<file path="src/rtl/uart_rx_mmio_pkg.sv">
// Shared types and register map for the UART receiver peripheral.
// FSM encodings, register offsets and CON bit positions.
package uart_rx_mmio_pkg;

  typedef enum logic [1:0] {
    IDLE  = 2'd0,
    START = 2'd1,
    DATA  = 2'd2,
    STOP  = 2'd3
  } rx_state_e;

  localparam logic [31:0] RXD_OFF = 32'h0;
  localparam logic [31:0] CON_OFF = 32'h4;

  localparam int CON_VALID = 0;
  localparam int CON_OVF   = 1;
  localparam int CON_FERR  = 2;
  localparam int CON_IRQEN = 3;
  localparam int CON_CNT   = 4;

  function automatic logic [2:0] sat_cnt(
    input logic [4:0] c
  );
    return (c > 5'd7) ? 3'd7 : c[2:0];
  endfunction

endpackage

</file>
<file path="src/rtl/uart_rx_mmio_fifo.sv">
// Synchronous byte FIFO for received UART data.
// Pop is applied before push, so a full FIFO accepts a push alongside a pop.
module rx_fifo #(
  parameter int DEPTH = 4,
  localparam int AW = $clog2(DEPTH)
) (
  input  logic        clk,
  input  logic        reset,
  input  logic        push,
  input  logic [7:0]  din,
  input  logic        pop,
  output logic [7:0]  dout,
  output logic        full,
  output logic        empty,
  output logic [AW:0] count
);

  logic [7:0]  mem [DEPTH];
  logic [AW:0] wp;
  logic [AW:0] rp;
  logic        do_pop;
  logic        do_push;

  assign empty = (wp == rp);
  assign full  = (wp[AW] != rp[AW]) &&
                 (wp[AW-1:0] == rp[AW-1:0]);
  assign count = wp - rp;
  assign dout  = mem[rp[AW-1:0]];

  assign do_pop  = pop & ~empty;
  assign do_push = push & (~full | do_pop);

  always_ff @(posedge clk or posedge reset) begin
    if (reset) begin
      wp <= '0;
      rp <= '0;
    end else begin
      if (do_push) wp <= wp + 1'b1;
      if (do_pop)  rp <= rp + 1'b1;
    end
  end

  always_ff @(posedge clk) begin
    if (do_push) mem[wp[AW-1:0]] <= din;
  end

endmodule

</file>
<file path="src/rtl/uart_rx_mmio.sv">
// UART 8N1 receiver with RX FIFO, memory-mapped on the peripheral bus.
// Raises a level interrupt while enabled and data is waiting.
module uart_rx_mmio
  import uart_rx_mmio_pkg::*;
#(
  parameter int          CLKS_PER_BIT = 10417,
  parameter int          FIFO_DEPTH   = 4,
  parameter logic [31:0] BASE_ADDR    = 32'h4000_001C
) (
  input  logic        clk,
  input  logic        reset,
  input  logic        rd,
  input  logic        wr,
  input  logic [31:0] addr,
  input  logic [31:0] wdata,
  output logic [31:0] rdata,
  input  logic        UART_RX,
  output logic        irqout
);

  localparam int CW = $clog2(CLKS_PER_BIT);
  localparam int AW = $clog2(FIFO_DEPTH);
  localparam logic [CW-1:0] HALF = CW'(CLKS_PER_BIT / 2 - 1);
  localparam logic [CW-1:0] LAST = CW'(CLKS_PER_BIT - 1);

  logic          rx_m;
  logic          rx_s;
  rx_state_e     state;
  rx_state_e     state_n;
  logic [CW-1:0] cnt;
  logic [2:0]    idx;
  logic [7:0]    shreg;
  logic          cnt_clr;
  logic          idx_clr;
  logic          shift_en;
  logic          stop_smp;

  logic          push;
  logic          pop;
  logic          full;
  logic          empty;
  logic [7:0]    dout;
  logic [AW:0]   count;

  logic          sel_rxd;
  logic          sel_con;
  logic          con_wr;
  logic          irq_en;
  logic          ovf;
  logic          ferr;
  logic          ovf_set;
  logic          ferr_set;
  logic [31:0]   con_word;
  logic          unused_wdata;

  always_ff @(posedge clk or posedge reset) begin
    if (reset) begin
      rx_m <= 1'b1;
      rx_s <= 1'b1;
    end else begin
      rx_m <= UART_RX;
      rx_s <= rx_m;
    end
  end

  always_ff @(posedge clk or posedge reset) begin
    if (reset) state <= IDLE;
    else       state <= state_n;
  end

  always_comb begin
    state_n = state;
    unique case (state)
      IDLE:  if (!rx_s) state_n = START;
      START: if (cnt == HALF) state_n = rx_s ? IDLE : DATA;
      DATA:  if (cnt == LAST && idx == 3'd7) state_n = STOP;
      STOP:  if (cnt == LAST) state_n = IDLE;
    endcase
  end

  always_comb begin
    cnt_clr  = 1'b0;
    idx_clr  = 1'b0;
    shift_en = 1'b0;
    stop_smp = 1'b0;
    unique case (state)
      IDLE:  cnt_clr = 1'b1;
      START: begin
        cnt_clr = (cnt == HALF);
        idx_clr = (cnt == HALF);
      end
      DATA: begin
        cnt_clr  = (cnt == LAST);
        shift_en = (cnt == LAST);
      end
      STOP: begin
        cnt_clr  = (cnt == LAST);
        stop_smp = (cnt == LAST);
      end
    endcase
  end

  always_ff @(posedge clk or posedge reset) begin
    if (reset) begin
      cnt   <= '0;
      idx   <= '0;
      shreg <= '0;
    end else begin
      cnt <= cnt_clr ? '0 : cnt + CW'(1);
      if (idx_clr)
        idx <= '0;
      else if (shift_en)
        idx <= idx + 3'd1;
      if (shift_en) shreg <= {rx_s, shreg[7:1]};
    end
  end

  assign sel_rxd  = (addr == BASE_ADDR + RXD_OFF);
  assign sel_con  = (addr == BASE_ADDR + CON_OFF);
  assign pop      = rd & sel_rxd & ~empty;
  assign push     = stop_smp & rx_s;
  assign con_wr   = wr & sel_con;
  // a push into a full FIFO only loses data if no pop frees a slot
  assign ovf_set  = stop_smp & rx_s & full & ~pop;
  assign ferr_set = stop_smp & ~rx_s;

  rx_fifo #(
    .DEPTH (FIFO_DEPTH)
  ) u_fifo (
    .clk   (clk),
    .reset (reset),
    .push  (push),
    .din   (shreg),
    .pop   (pop),
    .dout  (dout),
    .full  (full),
    .empty (empty),
    .count (count)
  );

  always_ff @(posedge clk or posedge reset) begin
    if (reset) begin
      irq_en <= 1'b0;
      ovf    <= 1'b0;
      ferr   <= 1'b0;
    end else begin
      if (con_wr) irq_en <= wdata[CON_IRQEN];
      ovf  <= ovf_set  | (ovf  & ~(con_wr & wdata[CON_OVF]));
      ferr <= ferr_set | (ferr & ~(con_wr & wdata[CON_FERR]));
    end
  end

  always_comb begin
    con_word = '0;
    con_word[CON_VALID]     = ~empty;
    con_word[CON_OVF]       = ovf;
    con_word[CON_FERR]      = ferr;
    con_word[CON_IRQEN]     = irq_en;
    con_word[CON_CNT +: 3]  = sat_cnt(5'(count));
  end

  always_comb begin
    rdata = '0;
    unique case (1'b1)
      rd && sel_rxd: rdata = empty ? '0 : {24'b0, dout};
      rd && sel_con: rdata = con_word;
      default:       rdata = '0;
    endcase
  end

  assign irqout = irq_en & ~empty;

  assign unused_wdata = ^{wdata[31:4], wdata[0]};

endmodule
</file>
<file path="config.mk">
export PLATFORM = sky130hd
export DESIGN_NAME = uart_rx_mmio
export DESIGN_NICKNAME = d
export VERILOG_FILES = /design/src/rtl/uart_rx_mmio_pkg.sv /design/src/rtl/uart_rx_mmio_fifo.sv /design/src/rtl/uart_rx_mmio.sv
export SDC_FILE = /design/constraint.sdc
export NUM_CORES = 1
export LEC_CHECK = 0
export BUFFER_PORTS_ARGS = -buffer_cell sky130_fd_sc_hd__buf_2
export CORE_MARGIN = 2
export CORE_UTILIZATION = 35
export CTS_BUF_LIST = sky130_fd_sc_hd__clkbuf_4
export DETAILED_ROUTE_END_ITERATION = 10
export SKIP_LAST_GASP = 1
export SLEW_MARGIN = 40
export SYNTH_ARGS = -nofsm -noshare
export SYNTH_HDL_FRONTEND = slang
export SYNTH_SLANG_ARGS = --single-unit
export TNS_END_PERCENT = 20
</file>
<file path="constraint.sdc">
create_clock -name clk -period 2.2 [get_ports clk]
set_input_delay 0 -clock clk [delete_from_list [all_inputs] [get_ports clk]]
set_output_delay 0 -clock clk [all_outputs]
set_load 0.005 [all_outputs]
</file>
[Word level (Yosys, flattened, before mapping)]
Memory sizes are Yosys's and may differ from the RTL's.
Cells that the tools add are included.
Operators by class
  equal/unequal tests: 15
  add/subtract/negate cells: 5
  muxes and demuxes: 17
  bitwise gates (word level): 23
  reduce and logical (&&, ||, !) cells: 8
Operator list (number)
  equality test 32 x 31 -> 1 bit, second input constant: 2
  case mux 8 bit (2 select lines): 1
  adder 14 x 1 -> 14 bit, second input constant: 1
  bitwise AND 1 bit: 14
  equality test 14 x 13 -> 1 bit, second input constant: 1
  equality test 14 bit, second input constant: 1
  2-to-1 mux 14 bit: 1
  2-to-1 mux 2 bit: 5
  adder 3 x 1 -> 3 bit, second input constant: 3
  2-to-1 mux 8 bit: 1
  != test 2 bit, second input constant: 4
  case mux 2 bit (4 select lines): 1
  2-to-1 mux 3 bit: 2
  NOT 1 bit: 6
  2-to-1 mux 1 bit: 5
  equality test 2 bit, second input constant: 2
  logical AND 1 bit: 4
  AND reduction 4 bit: 1
  equality test 3 bit: 1
  equality test 3 bit, second input constant: 1
  bitwise OR 1 bit: 3
  case mux 1 bit (3 select lines): 1
  subtractor 3 bit: 1
  equality test 2 x 1 -> 1 bit, second input constant: 1
  5 further kinds: 5
Word-level totals
  RAM bits: 32
  memories kept: 1
  input port bits: 69
  logic and storage cells: 80
  flip-flop bits (word level): 38
  output and inout bits: 33
Memory list
  u_fifo.mem: words 4, width 8, rd ports 1, clocked after memory_dff 0, write ports 1, RTL line uart_rx_mmio_fifo.sv:18  | logic [7:0] mem [DEPTH];

[Depth between registers and ports, before layout]
  depth in word-level cells: 8
  depth in mapped cells: 9
  mapped depth without buffers: 7

[Hierarchy]
Synthesis repeated with hierarchy kept, for this count alone.
Second synthesis, totals
  cells, all modules: 285
  area total of the unflattened synthesis: 3530.9 µm²
By module, submodules not included
  uart_rx_mmio: area each 1918.1 µm², seq. area each 803.3 µm², instances 1, cells each 197
  rx_fifo: area each 1612.8 µm², seq. area each 1111.1 µm², instances 1, cells each 88

[Least setup slack after synthesis]
Ideal clock, no wire load.
  path type: register -> register
  start: reg u_fifo.rp[1]
  end: mem u_fifo.mem[0][0], enable pin
  required time: 1940 ps
  setup slack: 196 ps
  stages on the path, launching flop included: 8
  period minus slack after synthesis: 2004 ps
  buffers on the path: 1
  data arrival time: 1744 ps
  setup time: 260 ps
  path through: dfrtp_1 -> clkbuf_1 -> inv_1 -> ha_1 -> nand2_1 -> nor2_1 -> a21oi_4 -> and2_2
On the way
  cells in the longest elaborated chain, start to end: 8
  elaborated cells on any way between the ends: 11
  those cells by class: 2 x eq/ne; 2 x mux; 6 x bitwise; 1 x reduce/logical
RTL lines
  from (decl): RTL line uart_rx_mmio_fifo.sv:20  | logic [AW:0] rp;
  from (signal assigned): RTL line uart_rx_mmio_fifo.sv:39  | if (do_pop) rp <= rp + 1'b1;
  equality test 3 bit: RTL line uart_rx_mmio_fifo.sv:24  | assign empty = (wp == rp);
  NOT 1 bit: RTL line uart_rx_mmio_fifo.sv:30, uart_rx_mmio.sv:120
  bitwise AND 1 bit: RTL line uart_rx_mmio.sv:120  | assign pop = rd & sel_rxd & ~empty;
  bitwise AND 1 bit: RTL line uart_rx_mmio_fifo.sv:30  | assign do_pop = pop & ~empty;
  bitwise OR 1 bit (*): RTL line uart_rx_mmio_fifo.sv:31  | assign do_push = push & (~full | do_pop);
  bitwise AND 1 bit (*): RTL line uart_rx_mmio_fifo.sv:31
  2-to-1 mux 1 bit (*): RTL line uart_rx_mmio_fifo.sv:44  | if (do_push) mem[wp[AW-1:0]] <= din;
  2-to-1 mux 1 bit (not written as such) (*): RTL line uart_rx_mmio_fifo.sv:44
  to (decl): RTL line uart_rx_mmio_fifo.sv:18
Mark *: on every way between the ends. The rest lies on a longest branch, timed or not.

[Worst setup path after layout]
  start: reg cnt[1]
  end: mem u_fifo.mem[0][2], enable pin
On the way
  cells in the longest elaborated chain, start to end: 6
RTL lines
  from (decl): RTL line uart_rx_mmio.sv:30  | logic [CW-1:0] cnt;
  from (signal assigned): RTL line uart_rx_mmio.sv:109  | cnt <= cnt_clr ? '0 : cnt + CW'(1);
  equality test 14 bit: RTL line uart_rx_mmio.sv:98  | stop_smp = (cnt == LAST);
  2-to-1 mux 1 bit: RTL line uart_rx_mmio.sv:86  | unique case (state)
  bitwise AND 1 bit: RTL line uart_rx_mmio.sv:121  | assign push = stop_smp & rx_s;
  bitwise AND 1 bit: RTL line uart_rx_mmio_fifo.sv:31
  2-to-1 mux 1 bit: RTL line uart_rx_mmio_fifo.sv:44
  2-to-1 mux 1 bit (not written as such): RTL line uart_rx_mmio_fifo.sv:44
No other way between the ends.

==> metrics.md <==
| Metric | Value |
|---|---|
| Tcrit/Tclk final | between 90% and 100% |
| Max-Cap Viols | 0 |
| HP Class | in -> reg |
| RSZ-0062 raised after global routing | true |
| CP max-delay cell | dfrtp_1 |
| Reg2reg path depth | 7 |
| Nets@finish | approximately 430 |
| Row Count | 36 |
| Postcts setup bufs | 0 |
| Startpoint Class | flip-flop |
| Mapped Area | between 3000 and 4000 µm² |
| Worst-skew pair later-pin latency | roughly 0.42 ns |
| Final Total Pwr | approximately 0.0023 W |
| Antenna viol nets, final | 0 |
| PortBufs | 48 |
| WP depth | 7 |
| Final Hold Vio Count | 0 |
| Yosys top cell by area | edfxtp_1 |
| Max Freq | between 400 and 500 MHz |
| Initial antenna violation count | 0 |
| CTS tree | built |
| Core area | around 9700 µm² |
| 1st-pass router iterations | 4 |
| WL/cell | 13.3 µm |
| GRT Util Overall | between 10% and 20% |
| Die Ht | 104 µm |
| Non-filler instance count after layout | between 400 and 500 |
| Starting Density | around 36% |
| Clk root buf | clkbuf_4 |
| Vias in the first global route | 2,255 |
| Syn avg cell area | 12.8 µm² |
| Area grow syn2layout | 17.7% |
| Status | complete, no violations |
| Synth cell types | 48 |
| Largest net degree at the start of global routing | 39 |
| Worst setup EP type | flip-flop |
| Final setup viols | 0 |
| Cts bufs inserted | 9 |
| Delay-heaviest family, CP | simple AND/OR/NAND/NOR gates |
| Num ports | around 100 |
| Register area share after synthesis | a little under three fifths |
| Post-synth EDFFs | 32 |
| Synth area leaders | edfxtp_1 (28%), dfrtp_1 (26%), buf_4 (5.2%), mux4_2 (5.2%), ha_1 (4.0%) |
| Top_reg_cell synth | dfrtp_1 |
| First-pass GRT wire length | 11.0 mm |
| WP buf/inv | 1 |
| Detail Placement HPWL | 4.59 mm |
| Clock Skew | roughly 0.019 ns |
| Hold path cells | 6 |
| Max incr delay on CP | 0.41 ns |
| Via density | 4.61 |
| # clock sinks | 70 |
| CP cell instances | inv_1 > ha_1 > nor3b_1 > and4_1 > nand3_1 > a21oi_4 > and2_2 |
| RePlAce Congestion | about 0.79 |
| WHS | ~0.05 ns |
| Starting DRT DRC Count | 110 |
| Max-slew violation count | 0 |
| Fin crit period | around 2.1 ns |
| Critical path class | reg -> reg |
| Critical path arrival | roughly 2.2 ns |
| P per Cell Area | ~560 nW/µm² |
| Leak Pwr | approximately 1.8 nW |
| Vias | between 2,000 and 2,500 |
| Worst vdd ir | approximately 220 µV |
| Dpl cells | around 460 |
| Synth top area share | between 20 and 30% |
| Flops & latches, synth | 70 |
| Die Span X | ~100 µm |
| CTS max path bufs | 2 |
| Clk slew on worst S/H paths | between 0.1 and 0.15 ns |
| Required time worst endpoint | between 2 and 2.5 ns |
| DRC | 0 |
| Worst-path fanout max | 8 |
| Post-synth ARST share | 54.3% |
| # diodes | 0 |
| H-tree depth | 3 |
| WL final | roughly 6.4 mm |
| Yosys warnings | 0 |
| Congestion Overflow GR | 0 |
| Layout cells sized above 1 | 32.4% |
| Die area | approximately 11,000 µm² |
| Post-Synthesis Cells | around 270 |
## logic make-up after synthesis
family | share of synthesized area [%]
AND/OR/NAND/NOR | 15.4
flip-flops | 55.1
buffers and inverters | 7.24
multiplexers | 9.44
XOR/XNOR | 4.79
AO/OA/AOI/OAI | 3.39
adder cells (fa/ha/maj) | 4.54
other | 0.108
## registers in the layout, summed over array words and instances, names as in the netlist, named ones only
register / count
u_fifo.wp: 3
ovf: 1
rx_m: 1
irq_en: 1
rx_s: 1
shreg: 8
u_fifo.mem: 32
cnt: 14
u_fifo.rp: 3
idx: 3
state: 1
ferr: 1
## layout by cell type, fill, tap and decap left out, types with 4 or more instances in the layout
cell           netlist  routed
dlygate4sd3_1        0       5
and3_1               4       4
buf_4               24      13
ha_1                11      11
nand2_1             12      12
xor2_1               9       9
inv_1               11      11
conb_1               1      24
buf_2                2      48
dfrtp_1             36      36
mux2_2              10      10
mux4_2               8       8
nand4_1              5       5
nand3_1             18      18
nor2_1              24      24
clkbuf_4             0      11
edfxtp_1            32      32
xnor2_1             10      10
o21ai_0              7       7
## per-layer routing
layer	GRT usage, %	vias up	part of all wire [%]
met2	20.1	71	47
met3	4.59	7	6.2
met4	5.21	0	1.6
li1	-	1078	-
met1	16.8	1066	45
met5	0	-	0
## power breakdown
group	switching (W)	internal, W	total, W
registers	0.00000197	0.00136	0.00136
logic	0.0000417	0.0000357	0.0000774
clock network	0.000462	0.000374	0.000835
total	0.000505	0.00177	0.00228
## worst reg2reg max path: stages, from the launching register on
cell and delay [ns]:
dfrtp_1 0.41, inv_1 0.06, ha_1 0.13, nor3b_1 0.27, and4_1 0.30, nand3_1 0.16
a21oi_4 0.17, and2_2 0.32
## area by class of cell
| type | count | area (µm²) |
|---|---|---|
| timing repair buffer | 68 | 428 |
| fill | 893 | 5600 |
| inverter | 11 | 41.3 |
| sequential | 70 | 1910 |
| multi-input combinational | 184 | 1390 |
| clock inverter | 5 | 61.3 |
| clock buffer | 11 | 82.6 |
| tap | 133 | 166 |
## stage by stage
stage	TNS, ns	setup WS [ns]	util (%)	cell area (µm²)
floorplan	0	0.196	-	3560
global placement	0	0.0843	40.2	3890
detailed placement	0	0.0653	40.2	3890
CTS	0	0.0284	42.2	4090
global route	-0.715	-0.0575	42.2	4090
finish	0	0.0674	42.2	4090
## synth_stat cells, types with 2 or more instances
cell type,number
nor4bb_1,3
xor2_1,9
dfstp_2,2
nand3_1,18
and2_1,3
mux4_2,8
nand4_1,5
ha_1,11
nor2b_1,2
nor4_2,3
nand2_1,12
o21a_1,2
buf_4,24
buf_2,2
o21ai_0,7
nor4_1,3
inv_1,11
mux2i_1,2
nor2_1,24
mux2_2,10
nor3_1,3
and2_2,3
dfrtp_1,36
xnor2_1,10
and3_1,4
edfxtp_1,32
## path summary, 6_finish.rpt
| kind | to | from | slack (ns) |
|---|---|---|---|
| worst max-delay path | u_fifo.mem[0][2] | cnt[1] | 0.07 |
| worst min-delay path | irq_en | wr | 0.05 |
| worst max register to register | u_fifo.mem[0][2] | cnt[1] | 0.07 |
| worst min register to register | rx_s | rx_m | 0.36 |
| max in group asynchronous | rx_m | reset | 1.60 |
| min in group asynchronous | shreg[0] | reset | 0.22 |
## timing repair
action | CTS | global route
hold endpoints to repair | 40 | 0
hold buffers | 5 | 0
setup endpoints to repair | 0 | 25
gates resized for setup | 0 | 1
No activity file was read; power rests on OpenSTA's default activity.
